$ cat config.mk
export PLATFORM = sky130hd
export DESIGN_NAME = spi_controller
export DESIGN_NICKNAME = d
export VERILOG_FILES = /design/src/rtl/spi_pkg.sv /design/src/rtl/spi_phase_timer.sv /design/src/rtl/spi_controller.sv
export SDC_FILE = /design/constraint.sdc
export NUM_CORES = 1
export LEC_CHECK = 0
export ABC_AREA = 1
export BUFFER_PORTS_ARGS = -buffer_cell sky130_fd_sc_hd__clkbuf_2
export CORE_ASPECT_RATIO = 1.5
export CORE_UTILIZATION = 39
export DETAILED_ROUTE_END_ITERATION = 16
export SLEW_MARGIN = 20
export SYNTH_ARGS = -nofsm -noshare
export SYNTH_HDL_FRONTEND = slang
export SYNTH_SLANG_ARGS = --single-unit
$ cat constraint.sdc
create_clock -name clk -period 2 [get_ports clk]
set_clock_uncertainty 0.1 [all_clocks]
set_input_delay 0.2 -clock clk [delete_from_list [all_inputs] [get_ports clk]]
set_output_delay 0.2 -clock clk [all_outputs]
set_load 0.05 [all_outputs]
$ cat src/rtl/spi_pkg.sv
// Shared constants, register map and FSM state type for the SPI register-write controller.
package spi_pkg;

  localparam int FRAME_W = 16;
  localparam int ADDR_W  = 7;
  localparam int DATA_W  = 8;

  localparam logic [ADDR_W-1:0] REG_EN_OUT_7_0  = 7'h00;
  localparam logic [ADDR_W-1:0] REG_EN_OUT_15_8 = 7'h01;
  localparam logic [ADDR_W-1:0] REG_EN_PWM_7_0  = 7'h02;
  localparam logic [ADDR_W-1:0] REG_EN_PWM_15_8 = 7'h03;
  localparam logic [ADDR_W-1:0] REG_PWM_DUTY    = 7'h04;

  localparam logic RW_WRITE = 1'b1;

  typedef enum logic [2:0] {
    ST_IDLE,
    ST_LOW,
    ST_HIGH,
    ST_HOLD,
    ST_GAP
  } spi_ctrl_state_t;

  function automatic int max_int(input int a, input int b);
    return (a > b) ? a : b;
  endfunction

endpackage

$ cat src/rtl/spi_phase_timer.sv
// Loadable down-counter: after a load of N-1 it raises expire on the Nth cycle, once.
module spi_phase_timer #(
  parameter int WIDTH = 3
) (
  input  logic             clk,
  input  logic             rst,
  input  logic             load,
  input  logic [WIDTH-1:0] load_val,
  output logic             expire
);

  logic [WIDTH-1:0] cnt_q, cnt_d;
  logic             armed_q, armed_d;

  always_comb begin
    cnt_d   = cnt_q;
    armed_d = armed_q;
    if (load) begin
      cnt_d   = load_val;
      armed_d = 1'b1;
    end else if (armed_q) begin
      if (cnt_q == '0) armed_d = 1'b0;
      else             cnt_d   = cnt_q - 1'b1;
    end
  end

  always_ff @(posedge clk or posedge rst) begin
    if (rst) begin
      cnt_q   <= '0;
      armed_q <= 1'b0;
    end else begin
      cnt_q   <= cnt_d;
      armed_q <= armed_d;
    end
  end

  assign expire = armed_q && (cnt_q == '0);

endmodule

$ cat src/rtl/spi_controller.sv
// SPI mode-0 initiator sending 16-bit {rw, addr, data} frames MSB first.
// Optional read-back capture on cipo is enabled by defining SPI_CIPO_READ_EN.
module spi_controller
  import spi_pkg::*;
#(
  parameter int CLK_DIV    = 4,
  parameter int GAP_CYCLES = 4
) (
  input  logic              clk,
  input  logic              rst,
  input  logic              tx_valid,
  output logic              tx_ready,
  input  logic              tx_rw,
  input  logic [ADDR_W-1:0] tx_addr,
  input  logic [DATA_W-1:0] tx_data,
  output logic              busy,
  output logic              done,
  output logic              sclk,
  output logic              ncs,
  output logic              copi
`ifdef SPI_CIPO_READ_EN
  ,
  input  logic              cipo,
  output logic [DATA_W-1:0] rx_data
`endif
);

  localparam int TMR_W = $clog2(max_int(CLK_DIV, GAP_CYCLES) + 1);

  spi_ctrl_state_t      state_q, state_d;
  logic [FRAME_W-1:0]   shift_q, shift_d;
  logic [3:0]           bit_cnt_q, bit_cnt_d;
  logic                 sclk_q, sclk_d;
  logic                 ncs_q, ncs_d;
  logic                 copi_q, copi_d;
  logic                 done_q, done_d;
  logic                 tmr_load, tmr_expire;
  logic [TMR_W-1:0]     tmr_val;
`ifdef SPI_CIPO_READ_EN
  logic                 rw_q, rw_d;
  logic [DATA_W-1:0]    rx_shift_q, rx_shift_d;
  logic [DATA_W-1:0]    rx_data_q, rx_data_d;
`endif

  spi_phase_timer #(.WIDTH(TMR_W)) u_timer (
    .clk      (clk),
    .rst      (rst),
    .load     (tmr_load),
    .load_val (tmr_val),
    .expire   (tmr_expire)
  );

  always_comb begin
    state_d   = state_q;
    shift_d   = shift_q;
    bit_cnt_d = bit_cnt_q;
    done_d    = 1'b0;
    tmr_load  = 1'b0;
    tmr_val   = TMR_W'(CLK_DIV - 1);
`ifdef SPI_CIPO_READ_EN
    rw_d       = rw_q;
    rx_shift_d = rx_shift_q;
    rx_data_d  = rx_data_q;
`endif
    case (state_q)
      ST_IDLE: begin
        if (tx_valid) begin
          shift_d   = {tx_rw, tx_addr, tx_data};
          bit_cnt_d = '0;
          state_d   = ST_LOW;
          tmr_load  = 1'b1;
`ifdef SPI_CIPO_READ_EN
          rw_d = tx_rw;
`endif
        end
      end
      ST_LOW: begin
        if (tmr_expire) begin
          state_d  = ST_HIGH;
          tmr_load = 1'b1;
`ifdef SPI_CIPO_READ_EN
          rx_shift_d = {rx_shift_q[DATA_W-2:0], cipo};
`endif
        end
      end
      ST_HIGH: begin
        if (tmr_expire) begin
          tmr_load = 1'b1;
          if (bit_cnt_q != 4'd15) begin
            bit_cnt_d = bit_cnt_q + 4'd1;
            shift_d   = {shift_q[FRAME_W-2:0], 1'b0};
            state_d   = ST_LOW;
          end else begin
            state_d = ST_HOLD;
          end
        end
      end
      ST_HOLD: begin
        if (tmr_expire) begin
          state_d  = ST_GAP;
          tmr_load = 1'b1;
          tmr_val  = TMR_W'(GAP_CYCLES - 1);
          done_d   = 1'b1;
`ifdef SPI_CIPO_READ_EN
          if (rw_q != RW_WRITE) rx_data_d = rx_shift_q;
`endif
        end
      end
      ST_GAP: begin
        if (tmr_expire) state_d = ST_IDLE;
      end
      default: state_d = ST_IDLE;
    endcase

    // Pin values are registered from the next state so they change cleanly on clk.
    sclk_d = (state_d == ST_HIGH);
    ncs_d  = !((state_d == ST_LOW) || (state_d == ST_HIGH) || (state_d == ST_HOLD));
    copi_d = ncs_d ? 1'b0 : shift_d[FRAME_W-1];
  end

  always_ff @(posedge clk or posedge rst) begin
    if (rst) begin
      state_q   <= ST_IDLE;
      shift_q   <= '0;
      bit_cnt_q <= '0;
      sclk_q    <= 1'b0;
      ncs_q     <= 1'b1;
      copi_q    <= 1'b0;
      done_q    <= 1'b0;
    end else begin
      state_q   <= state_d;
      shift_q   <= shift_d;
      bit_cnt_q <= bit_cnt_d;
      sclk_q    <= sclk_d;
      ncs_q     <= ncs_d;
      copi_q    <= copi_d;
      done_q    <= done_d;
    end
  end

`ifdef SPI_CIPO_READ_EN
  always_ff @(posedge clk or posedge rst) begin
    if (rst) begin
      rw_q       <= 1'b0;
      rx_shift_q <= '0;
      rx_data_q  <= '0;
    end else begin
      rw_q       <= rw_d;
      rx_shift_q <= rx_shift_d;
      rx_data_q  <= rx_data_d;
    end
  end

  assign rx_data = rx_data_q;
`endif

  assign tx_ready = (state_q == ST_IDLE);
  assign busy     = !tx_ready;
  assign done     = done_q;
  assign sclk     = sclk_q;
  assign ncs      = ncs_q;
  assign copi     = copi_q;

endmodule

# Yosys cells after proc, flatten, opt, wreduce, memory -nomap -nowiden
# Cells that the tools add are included.
word_totals:
  output_inout_bits: 6
  regBits: 31
  elab_cells: 62
classes:
  add_sub_neg: 2
  muxes: 26
  n_reduce_logical: 12
  eq_ne: 12
op_table:
  columns: ["op", "count"]
  rows:
  - ["16-bit two-way mux", 3]
  - ["16-bit case mux with 2 select lines", 1]
  - ["3-bit two-way mux", 8]
  - ["3-bit case mux with 5 select lines", 1]
  - ["3-bit by 2-bit equality test with 1-bit output (second input constant)", 4]
  - ["4-bit two-way mux", 3]
  - ["2-bit inequality test (second input constant)", 4]
  - ["4-bit case mux with 2 select lines", 1]
  - ["1-bit two-way mux", 7]
  - ["3-bit by 1-bit equality test with 1-bit output (second input constant)", 2]
  - ["3-bit zero test", 2]
  - ["4-bit by 1-bit adder with 4-bit output (second input constant)", 1]
  - ["4-bit inequality test (second input constant)", 1]
  - ["4-bit AND reduction", 1]
  - ["2-bit nonzero test", 2]
  - ["3-bit equality test (second input constant)", 1]
  - ["3-bit OR reduction", 1]
  - ["3-bit by 1-bit subtractor with 3-bit output (second input constant)", 1]
  - ["1-bit zero test", 2]
  - ["1-bit logical OR", 2]
  - ["2-bit two-way mux", 1]
  - ["1-bit case mux with 2 select lines", 1]
  - ["2-bit AND reduction", 1]
  - ["1-bit logical AND", 1]

# Longest topological paths before layout
depth:
  depth_word: 8
  mapped_depth: 10
  mapped_depth_nobuf: 9

# Hierarchy
# Synthesis repeated with hierarchy kept, for this count alone.
hier_totals:
  cells_unflattened: 170
  area_unflattened_um2: 1493.9
modules_own_cells:
  columns: ["mod", "area_per_inst_um2", "cells_per_inst", "n_inst"]
  rows:
  - ["spi_controller", 1247.4, 137, 1]
  - ["spi_phase_timer", 246.5, 33, 1]

# Least setup slack after synthesis
# Ideal clock, no wire load.
synth_path:
  path_kind: "flip-flop to flip-flop"
  from: "register u_timer.cnt_q[0]"
  to: "register shift_q[14]"
  t_arrival_ns: 1.359
  setup_slack_ns: 0.417
  path_stages_with_launch: 11
  period_less_slack_ns: 1.583
  path_cell_list: "dfrtp_1 -> inv_1 -> ha_1 -> nand3_2 -> nor2_4 -> nand2_4 -> nand2_4 -> inv_4 -> buf_6 -> nand2_1 -> nand2_1"
synth_via:
  elab_chain_cells: 4
synth_rtl:
  columns: ["item", "line_no", "source"]
  rows:
  - ["from (decl)", "spi_phase_timer.sv:12", "logic [WIDTH-1:0] cnt_q, cnt_d;"]
  - ["from (signal assigned)", "spi_phase_timer.sv:32", "cnt_q <= cnt_d;"]
  - ["3-bit zero test", "spi_phase_timer.sv:37", "assign expire = armed_q && (cnt_q == '0);"]
  - ["1-bit logical AND", "spi_phase_timer.sv:37", null]
  - ["2-bit inequality test (no line)", null, null]
  - ["4-bit AND reduction (no line)", null, null]
  - ["to (signal assigned)", "spi_controller.sv:132", "shift_q <= shift_d;"]
  - ["to (decl)", "spi_controller.sv:31", "logic [FRAME_W-1:0] shift_q, shift_d;"]
# Every way passes these cells.
# A chain may end at the register's enable or synchronous reset.

# Worst setup path in the final report
layout_path:
  from: "register u_timer.cnt_q[0]"
  to: "register shift_q[4]"
# Same word-level chain as after synthesis.

==> out/metrics.yaml <==
setup_path:
  rr_worst_depth: 9
  timing.rr.end: "shift_q[4]"
  worstSetupPathType: "flip-flop to flip-flop"
  cp.required_ns: 2.06
  critPathMaxFanout: 17
  start_kind: "flip-flop"
  end_kind: "flip-flop"
  r2r-start: "u_timer.cnt_q[0]"
  cp.arrival_ns: 1.73
  r2r_setup_slack_ns: 0.33
route:
  drtIter0Drc: 21
  vias: 1159
  avgRoutedWirePerCell_um: 11.6
  drc: 0
  wirelength_mm: 2.72
  ant_nets: 0
  via_per_inst: 4.93
  first_pass_iters: 4
cts:
  cts_num_sinks: 31
  cts_root_buffer: "clkbuf_8"
  cts_buffers: 5
  clock_latency_ns: 0.28
  clk_path_buf_depth: 2
  htreeDepth: 2
  cts_resized: 0
  clk_pin_slew_worst_paths_ns: 0.06
  cts_tree: "built"
placement:
  dp.cells: 226
  place_ws_ns: 0.355
  gp_congestion: 0.768
  hpwl_mm: 1.91
  port-buffer-count: 24
logic_synthesis:
  ys_warn_count: 0
  syn-num-nets: 184
  synth.most_common_cell: "nand2_1"
  synth-main-ff-cell: "dfrtp_1"
  synth_commonest_cells: "nand2_1, dfrtp_1, inv_1, a22oi_1, nor2_1"
  ys_seq_area_share_pct: 52.9
  synth_top_cell_by_area: "dfrtp_1"
  synth.avg_cell_area_um2: 9.06
  synth_edf_count: 0
  syn_area_um2: 1470
  ys_top_cells_by_area: "dfrtp_1, nand2_1, a22oi_1, inv_1, nor2_1"
  synth_top_area_share_pct: 51.2
  synth-async-reset-ratio_pct: 100
  ys_ff_latch: 31
  synth_cells: 162
  yosysUniqueCellTypes: 23
sta:
  hold_violations: 0
  maxSlewHeadroom_pct: 73.9
  rsz0062_at_grt: "no"
  fmax_mhz: 600
  final_max_slew_viol_count: 0
  setup_tns_ns: 0
  min_period_ns: 1.67
  worst_pin_slew_ns: 0.391
  setup_violations: 0
  whs_ns: 0.0280
  period_share_pct: 83.3
  setup_ws_ns: 0.334
floorplanning:
  die_x_um: 52.1
  ios: 25
  rows: 26
  start_util_pct: 41.8
  die-area_um2: 4020
  coreArea_um2: 3510
  die_height_um: 77.1
finish:
  area_growth_pct: 16.6
  fin_util_pct: 48.7
  num-nets-final: 214
  fillers: 349
  n_antenna_cell: 0
  drive_above_1_share_pct: 23.3
  final_cells: 235
global_routing:
  gr-usage-all-layers_pct: 16.4
  grt_pass1_vias: 1163
  grt_max_degree: 32
  grt_overflow: 0
  antenna_found_initial: 0
  grt_pass1_wl_mm: 4.89
run_status:
  status: "complete, no violations"
hold_path:
  hp-start: "tx_data[0]"
  min_path_cells: 3
  holdCritPathClass: "input pin to flip-flop"
  holdPathEnd: "shift_q[0]"
pwr:
  power_density_nw_per_um2: 1510
  worst_ir_drop_vdd_v: 0.000762
  p_leak_nw: 0.923
flow_run:
  maxCapViolations: 0
state kept, by name, summed over array words and instances, names as in the netlist:
register         flops
u_timer.cnt_q        3
shift_q             16
u_timer.armed_q      1
sclk                 1
copi                 1
ncs                  1
state_q              3
done                 1
bit_cnt_q            4
kinds of logic (layout without fill, tap and decap cells):
group / Yosys count / after routing / synth area share [%]
buffers and inverters: 21 / 52 / 6.82
flip-flops: 31 / 31 / 52.9
AND/OR/NAND/NOR: 85 / 85 / 27.2
XOR/XNOR: 1 / 1 / 0.597
AO/OA/AOI/OAI: 21 / 21 / 9.89
adder cells (fa/ha/maj): 3 / 3 / 2.56
final cells by class:
type	instances	area, um2	area share [%]
clock buffers	7	76.3	4.46
clock inverters	1	5.00	0.292
inverters	18	72.6	4.24
multi-input cells	110	591	34.5
flip-flops and latches	31	777	45.4
well taps	42	52.6	3.07
repair buffers	26	138	8.04
stage by stage:
stage	power (W)	instance area, um2
6_report	0.00259	1710
5_1_grt	0.00282	1710
4_1_cts	0.00263	1710
3_5_place_dp	0.00214	1620
3_3_place_gp	0.00209	1620
2_1_floorplan	0.00192	1470
repair_timing:
action                                 in CTS  in global routing
hold buffers                                1                  0
buffers inserted                            0                  0
endpoints found under the hold margin      30                  0
worst max-delay path: stages, from the launching register on:
cell	delay [ns]
dfrtp_1	0.38
inv_1	0.10
ha_1	0.20
nand3_2	0.17
nor2_4	0.18
nand2_4	0.08
nand2_4	0.10
inv_4	0.09
nand2_1	0.07
nand3_1	0.06
power by group:
group	switching (W)	leakage [nW]	total, W	internal, W
Sequential	0.000149	0.390	0.00105	0.000899
Clock	0.000220	0.0422	0.000463	0.000244
Combinational	0.000740	0.491	0.00108	0.000337
per-layer routing:
| layer | global-route usage (%) | routed length (um) | vias up |
|---|---|---|---|
| met3 | 2.98 | 92 | 5 |
| li1 | - | - | 576 |
| met4 | 8.92 | 55 | 0 |
| met1 | 19.4 | 1170 | 553 |
| met5 | 0 | 0 | - |
| met2 | 27.2 | 1400 | 25 |
worst max-delay path by stage:
| stage | from | end | slack (ns) | depth (start not counted) |
|---|---|---|---|---|
| 3_5_place_dp | u_timer.cnt_q[0] | shift_q[4] | 0.35 | 9 |
| 2_1_floorplan | u_timer.cnt_q[0] | shift_q[14] | 0.42 | 10 |
| 3_3_place_gp | u_timer.cnt_q[0] | shift_q[4] | 0.41 | 9 |
| 5_1_grt | u_timer.cnt_q[0] | shift_q[15] | 0.14 | 9 |
| 6_report | u_timer.cnt_q[0] | shift_q[4] | 0.33 | 9 |
| 4_1_cts | u_timer.cnt_q[0] | copi | 0.32 | 9 |
layout by cell type (no fill, tap or decap), drive strengths merged, types with 2 or more instances in the layout:
cell | netlist | final
o21ai | 4 | 4
nand3 | 9 | 9
a21oi | 3 | 3
nor2 | 15 | 15
clkbuf | 0 | 31
dfrtp | 30 | 30
ha | 3 | 3
a22oi | 12 | 12
inv | 18 | 18
nor3b | 2 | 2
nand2 | 59 | 59
a31oi | 2 | 2
Note: power is estimated with default switching activity, not from simulation.
